$ cat src/rtl/multicycle_control_unit.sv
// Multicycle MIPS control FSM: sequences fetch/decode/execute/memory/writeback with a
// memory-ready stall. Define ILLEGAL_OPCODE_TRAP_EN to trap on illegal opcodes (adds Trap port).
module multicycle_control_unit #(
  parameter int unsigned OPCODE_W = 6,
  parameter int unsigned ALUOP_W  = 3,
  parameter int unsigned STATE_W  = 4
) (
  input  logic                clk,
  input  logic                reset,
  input  logic [OPCODE_W-1:0] Opcode,
  input  logic                MemReady,
  input  logic                Zero,
  output logic                PCWrite,
  output logic                IorD,
  output logic                MemRead,
  output logic                MemToWrite,
  output logic                IRWrite,
  output logic                MemToReg,
  output logic                RegisterWrite,
  output logic                RegDst,
  output logic                Branch,
  output logic                ALUSrcA,
  output logic [1:0]          ALUSrcB,
  output logic [ALUOP_W-1:0]  ALUOp,
  output logic [1:0]          PCSource,
  output logic [STATE_W-1:0]  State
`ifdef ILLEGAL_OPCODE_TRAP_EN
  ,
  output logic                Trap
`endif
);

  typedef enum logic [3:0] {
    StFetch   = 4'd0,
    StDecode  = 4'd1,
    StExecR   = 4'd2,
    StRWb     = 4'd3,
    StExecI   = 4'd4,
    StIWb     = 4'd5,
    StMemAddr = 4'd6,
    StMemRd   = 4'd7,
    StMemWr   = 4'd8,
    StMemWb   = 4'd9,
    StBranch  = 4'd10,
    StJump    = 4'd11,
    StTrap    = 4'd12
  } state_e;

  localparam logic [OPCODE_W-1:0] OpR    = OPCODE_W'(6'b000000);
  localparam logic [OPCODE_W-1:0] OpMul  = OPCODE_W'(6'b011100);
  localparam logic [OPCODE_W-1:0] OpLw   = OPCODE_W'(6'b100011);
  localparam logic [OPCODE_W-1:0] OpSw   = OPCODE_W'(6'b101011);
  localparam logic [OPCODE_W-1:0] OpBeq  = OPCODE_W'(6'b000100);
  localparam logic [OPCODE_W-1:0] OpAddi = OPCODE_W'(6'b001000);
  localparam logic [OPCODE_W-1:0] OpJ    = OPCODE_W'(6'b000010);

  localparam logic [ALUOP_W-1:0] AluAdd   = ALUOP_W'(3'b000);
  localparam logic [ALUOP_W-1:0] AluSub   = ALUOP_W'(3'b001);
  localparam logic [ALUOP_W-1:0] AluFunct = ALUOP_W'(3'b010);

  state_e              state_q, state_d;
  logic [OPCODE_W-1:0] opcode_q;

  // Opcode captured in DECODE so MEM_ADDR can split LW/SW after the bus has moved on.
  always_ff @(posedge clk) begin
    if (reset) begin
      state_q  <= StFetch;
      opcode_q <= '0;
    end else begin
      state_q <= state_d;
      if (state_q == StDecode) opcode_q <= Opcode;
    end
  end

  always_comb begin
    state_d = StFetch;
    case (state_q)
      StFetch:   state_d = MemReady ? StDecode : StFetch;
      StDecode: begin
        case (Opcode)
          OpR, OpMul: state_d = StExecR;
          OpLw, OpSw: state_d = StMemAddr;
          OpBeq:      state_d = StBranch;
          OpAddi:     state_d = StExecI;
          OpJ:        state_d = StJump;
`ifdef ILLEGAL_OPCODE_TRAP_EN
          default:    state_d = StTrap;
`else
          default:    state_d = StFetch;
`endif
        endcase
      end
      StExecR:   state_d = StRWb;
      StExecI:   state_d = StIWb;
      StMemAddr: state_d = (opcode_q == OpLw) ? StMemRd : StMemWr;
      StMemRd:   state_d = MemReady ? StMemWb : StMemRd;
      StMemWr:   state_d = MemReady ? StFetch : StMemWr;
`ifdef ILLEGAL_OPCODE_TRAP_EN
      StTrap:    state_d = StTrap;
`endif
      default:   state_d = StFetch;
    endcase
  end

  always_comb begin
    PCWrite       = 1'b0;
    IorD          = 1'b0;
    MemRead       = 1'b0;
    MemToWrite    = 1'b0;
    IRWrite       = 1'b0;
    MemToReg      = 1'b0;
    RegisterWrite = 1'b0;
    RegDst        = 1'b0;
    Branch        = 1'b0;
    ALUSrcA       = 1'b0;
    ALUSrcB       = 2'b00;
    ALUOp         = AluAdd;
    PCSource      = 2'b00;
`ifdef ILLEGAL_OPCODE_TRAP_EN
    Trap          = 1'b0;
`endif
    case (state_q)
      StFetch: begin
        MemRead = 1'b1;
        if (MemReady) begin
          IRWrite = 1'b1;
          PCWrite = 1'b1;
          ALUSrcB = 2'b01;
        end
      end
      StDecode:  ALUSrcB = 2'b11;
      StExecR: begin
        ALUSrcA = 1'b1;
        ALUOp   = AluFunct;
      end
      StRWb: begin
        RegDst        = 1'b1;
        RegisterWrite = 1'b1;
      end
      StExecI, StMemAddr: begin
        ALUSrcA = 1'b1;
        ALUSrcB = 2'b10;
      end
      StIWb:     RegisterWrite = 1'b1;
      StMemRd: begin
        MemRead = 1'b1;
        IorD    = 1'b1;
      end
      StMemWr: begin
        MemToWrite = 1'b1;
        IorD       = 1'b1;
      end
      StMemWb: begin
        RegisterWrite = 1'b1;
        MemToReg      = 1'b1;
      end
      StBranch: begin
        ALUSrcA  = 1'b1;
        ALUOp    = AluSub;
        PCSource = 2'b01;
        Branch   = 1'b1;
        PCWrite  = Zero;
      end
      StJump: begin
        PCWrite  = 1'b1;
        PCSource = 2'b10;
      end
`ifdef ILLEGAL_OPCODE_TRAP_EN
      StTrap:    Trap = 1'b1;
`endif
      default: ;
    endcase
  end

  assign State = STATE_W'(state_q);

endmodule

$ cat config.mk
export PLATFORM = sky130hd
export DESIGN_NAME = multicycle_control_unit
export DESIGN_NICKNAME = d
export VERILOG_FILES = /design/src/rtl/multicycle_control_unit.sv
export SDC_FILE = /design/constraint.sdc
export NUM_CORES = 1
export LEC_CHECK = 0
export BUFFER_PORTS_ARGS = -buffer_cell sky130_fd_sc_hd__buf_4
export CAP_MARGIN = 10
export CORE_MARGIN = 2
export CORE_UTILIZATION = 46
export DETAILED_ROUTE_END_ITERATION = 10
export PLACE_DENSITY = 0.77
export SLEW_MARGIN = 20
export SYNTH_ARGS = -nofsm -noshare
export SYNTH_HDL_FRONTEND = slang
export SYNTH_SLANG_ARGS = --single-unit
$ cat constraint.sdc
create_clock -name clk -period 2.6 [get_ports clk]
set_clock_uncertainty 0.2 [all_clocks]
set_input_delay 0.39 -clock clk [delete_from_list [all_inputs] [get_ports clk]]
set_output_delay 0.39 -clock clk [all_outputs]
set_load 0.01 [all_outputs]
==> results.cfg <==
[status]
outcome = complete, no violations

[synth]
seq_area_frac_synth_pct = 26.2
avgSynthCellArea_um2 = 6.89
yosys-top-cells-count = 17 x nand2_1, 11 x a21oi_1, 10 x dfxtp_1
synthCells = 111
synth_fp_nets = 121
ys_warn_count = 0
yosys.area.top_type_share_pct = 26.2
ys_types = 34
ys.flop_type = dfxtp_1
ys_ff_latch = 10
netlist_area_um2 = 764
synth_edf_count = 0
yosys.area.top_type = dfxtp_1
synth_area_leaders = dfxtp_1 26%, nand2_1 8.3%, a21oi_1 7.2%, nand2b_1 5.7%, o21ai_0 4.6%
synth_most_common_cell = nand2_1
synthArstFlopShare_pct = 0

[place]
dp_hpwl_um = 1450
gp_congestion = 0.881
port_buffers = 29

[clock_network]
cts-root-buf = clkbuf_4
path_clk_slew_ps = 70
cts_sinks = 10
cts_setup_buffers = 0
cts_tree = built
htree_levels = 1
cts_buffers = 3
post_cts_resized = 0
clockBufferDepth = 2
clk_latency_ps = 270
hold_buffers = 0

[route]
antenna_left = 0
vias = 874
vias_per_cell = 5.68
first_iter_violations = 19
first_pass_iters = 6
wirelength_um = 1920
remaining_drc_errors = 0
wl_per_cell_um = 12.5

[pwr]
power_density_mw_per_mm2 = 473
power.leakage_nw = 0.443
ir_drop_mv = 0.398

[setup_path]
timing.rr.end = State[0]$_SDFF_PP0_
worstPathMaxFanout = 16
r2r_setup_slack_ps = 520
cpMaxStageDelayCell = dfxtp_1
end_kind = output pin
arrival_ps = 1600
crit_path_frequent_cell = buf_4
critPathLaunchType = flop
rr_startpoint = State[1]$_SDFF_PP0_
worstPathRequired_ps = 2010
worst_r2r_path_depth = 4
crit_type = flop to output pin
path_delay_family = simple AND/OR/NAND/NOR gates
crit_chain = buf_4, nand2b_1, nor2_1, a211o_1, buf_4
cpPeakStageDelay_ps = 330
crit_buf_inv = 2
crit_cells = 5

[global_routing]
grt_antenna_before_repair = 0
grt-ovfl-total = 0
grt_pass1_vias = 702
grtUsageTotal_pct = 21.3
grt_max_degree = 20
grt_pass1_wl_um = 3140

[job]
maxCapViolCount = 0

[sta]
hold_viol = 0
fin_hold_ws_ps = 141
fin_crit_sh_pct = 84.1
finalSetupViolCount = 0
final_max_slew_viol_count = 0
fmax_mhz = 457
setup_tns_ps = 0
finalCriticalPeriod_ps = 2190
rsz0062_at_grt = false

[min_path]
min_path_cells = 2
worstHoldStart = reset
hold_path.class = input pin to flop
min_to = opcode_q[4]$_SDFFE_PP0P_

[floorplanning]
initial_core_util_pct = 50.2
coreArea_mm2 = 0.00152
die_y_um = 44.8
rows = 14
dieArea_mm2 = 0.00200
die_w_um = 44.8
io_pins = 31

[final_layout]
nets = 149
diodes = 0
drive_above_1_share_pct = 30.4
syn2layout_area_growth_pct = 31.8
-- layout make-up --
class | instances | area (µm²)
clock buffer | 4 | 36.3
timing repair buffer | 34 | 255
inverter | 3 | 11.3
multi-input combinational | 87 | 484
fill | 157 | 517
sequential | 10 | 200
tap | 16 | 20.0
-- per-layer routing --
metal	vias to the layer above	part of all wire, %	GRT usage [%]	routed length (µm)
met3	4	7.4	7.60	142
met2	29	45	29.6	863
met5	-	0	0	0
li1	440	-	-	-
met1	401	47	30.4	900
met4	0	0.78	6.67	15
-- where the power goes --
| group | internal [mW] | leakage, nW | switching [mW] |
|---|---|---|---|
| Clock | 0.0851 | 0.0210 | 0.0588 |
| Combinational | 0.0774 | 0.340 | 0.0847 |
| Sequential | 0.165 | 0.0816 | 0.00533 |
-- how the worst max path moves through the flow --
stage | from | to | slack (ps)
2_1_floorplan | State[3]$_SDFF_PP0_ | State[0]$_SDFF_PP0_ | 400
3_3_place_gp | State[1]$_SDFF_PP0_ | State[3]$_SDFF_PP0_ | 590
3_5_place_dp | State[1]$_SDFF_PP0_ | State[0]$_SDFF_PP0_ | 520
4_1_cts | State[0]$_SDFF_PP0_ | PCWrite | 410
5_1_grt | State[0]$_SDFF_PP0_ | PCWrite | 310
6_report | State[0]$_SDFF_PP0_ | PCWrite | 410
-- kinds of logic (layout without fill, tap and decap cells) --
| logic type | count (synthesis) | in the layout | share of synthesized area (%) |
|---|---|---|---|
| flip-flops | 10 | 10 | 26.2 |
| multiplexers | 1 | 1 | 1.31 |
| buffers and inverters | 14 | 41 | 10.5 |
| AND/OR/NAND/NOR | 54 | 54 | 36.8 |
| AO/OA/AOI/OAI | 29 | 29 | 22.4 |
| XOR/XNOR | 2 | 2 | 2.29 |
| other | 1 | 1 | 0.491 |
-- through the flow --
stage	std cells	utilization, %	total power [mW]	worst slack, ps	area [µm²]
6_report	154	66.1	0.476	413	1010
5_1_grt	154	66.1	0.509	312	1010
4_1_cts	154	66.1	0.481	411	1010
3_5_place_dp	150	63.7	0.336	524	971
3_3_place_gp	150	63.7	0.332	589	971
2_1_floorplan	111	-	0.272	398	764
-- sequential cells by signal, indices dropped and copies added (netlist names) --
| register | count |
|---|---|
| opcode_q | 6 |
| State | 4 |
-- cells in the final DEF (no fill, tap or decap) --
master / instances
buf_4: 34
nand2_1: 17
a21oi_1: 11
dfxtp_1: 10
nor2_1: 9
nand2b_1: 7
o21ai_0: 7
nor3_1: 5
or3_1: 4
nand3_1: 3
inv_1: 3
a31oi_1: 3
clkbuf_4: 3
a211o_1: 2
a211oi_1: 2
or2_2: 2
or4b_4: 1
nand4b_1: 1
mux2i_1: 1
or2b_1: 1
nor4b_1: 1
and3_1: 1
or4_1: 1
xnor2_1: 1
xor2_1: 1
o31ai_1: 1
a2111oi_0: 1
or4b_2: 1
o22ai_1: 1
a21o_1: 1
conb_1: 1
clkbuf_8: 1
Note: power is estimated with default switching activity, not from simulation.
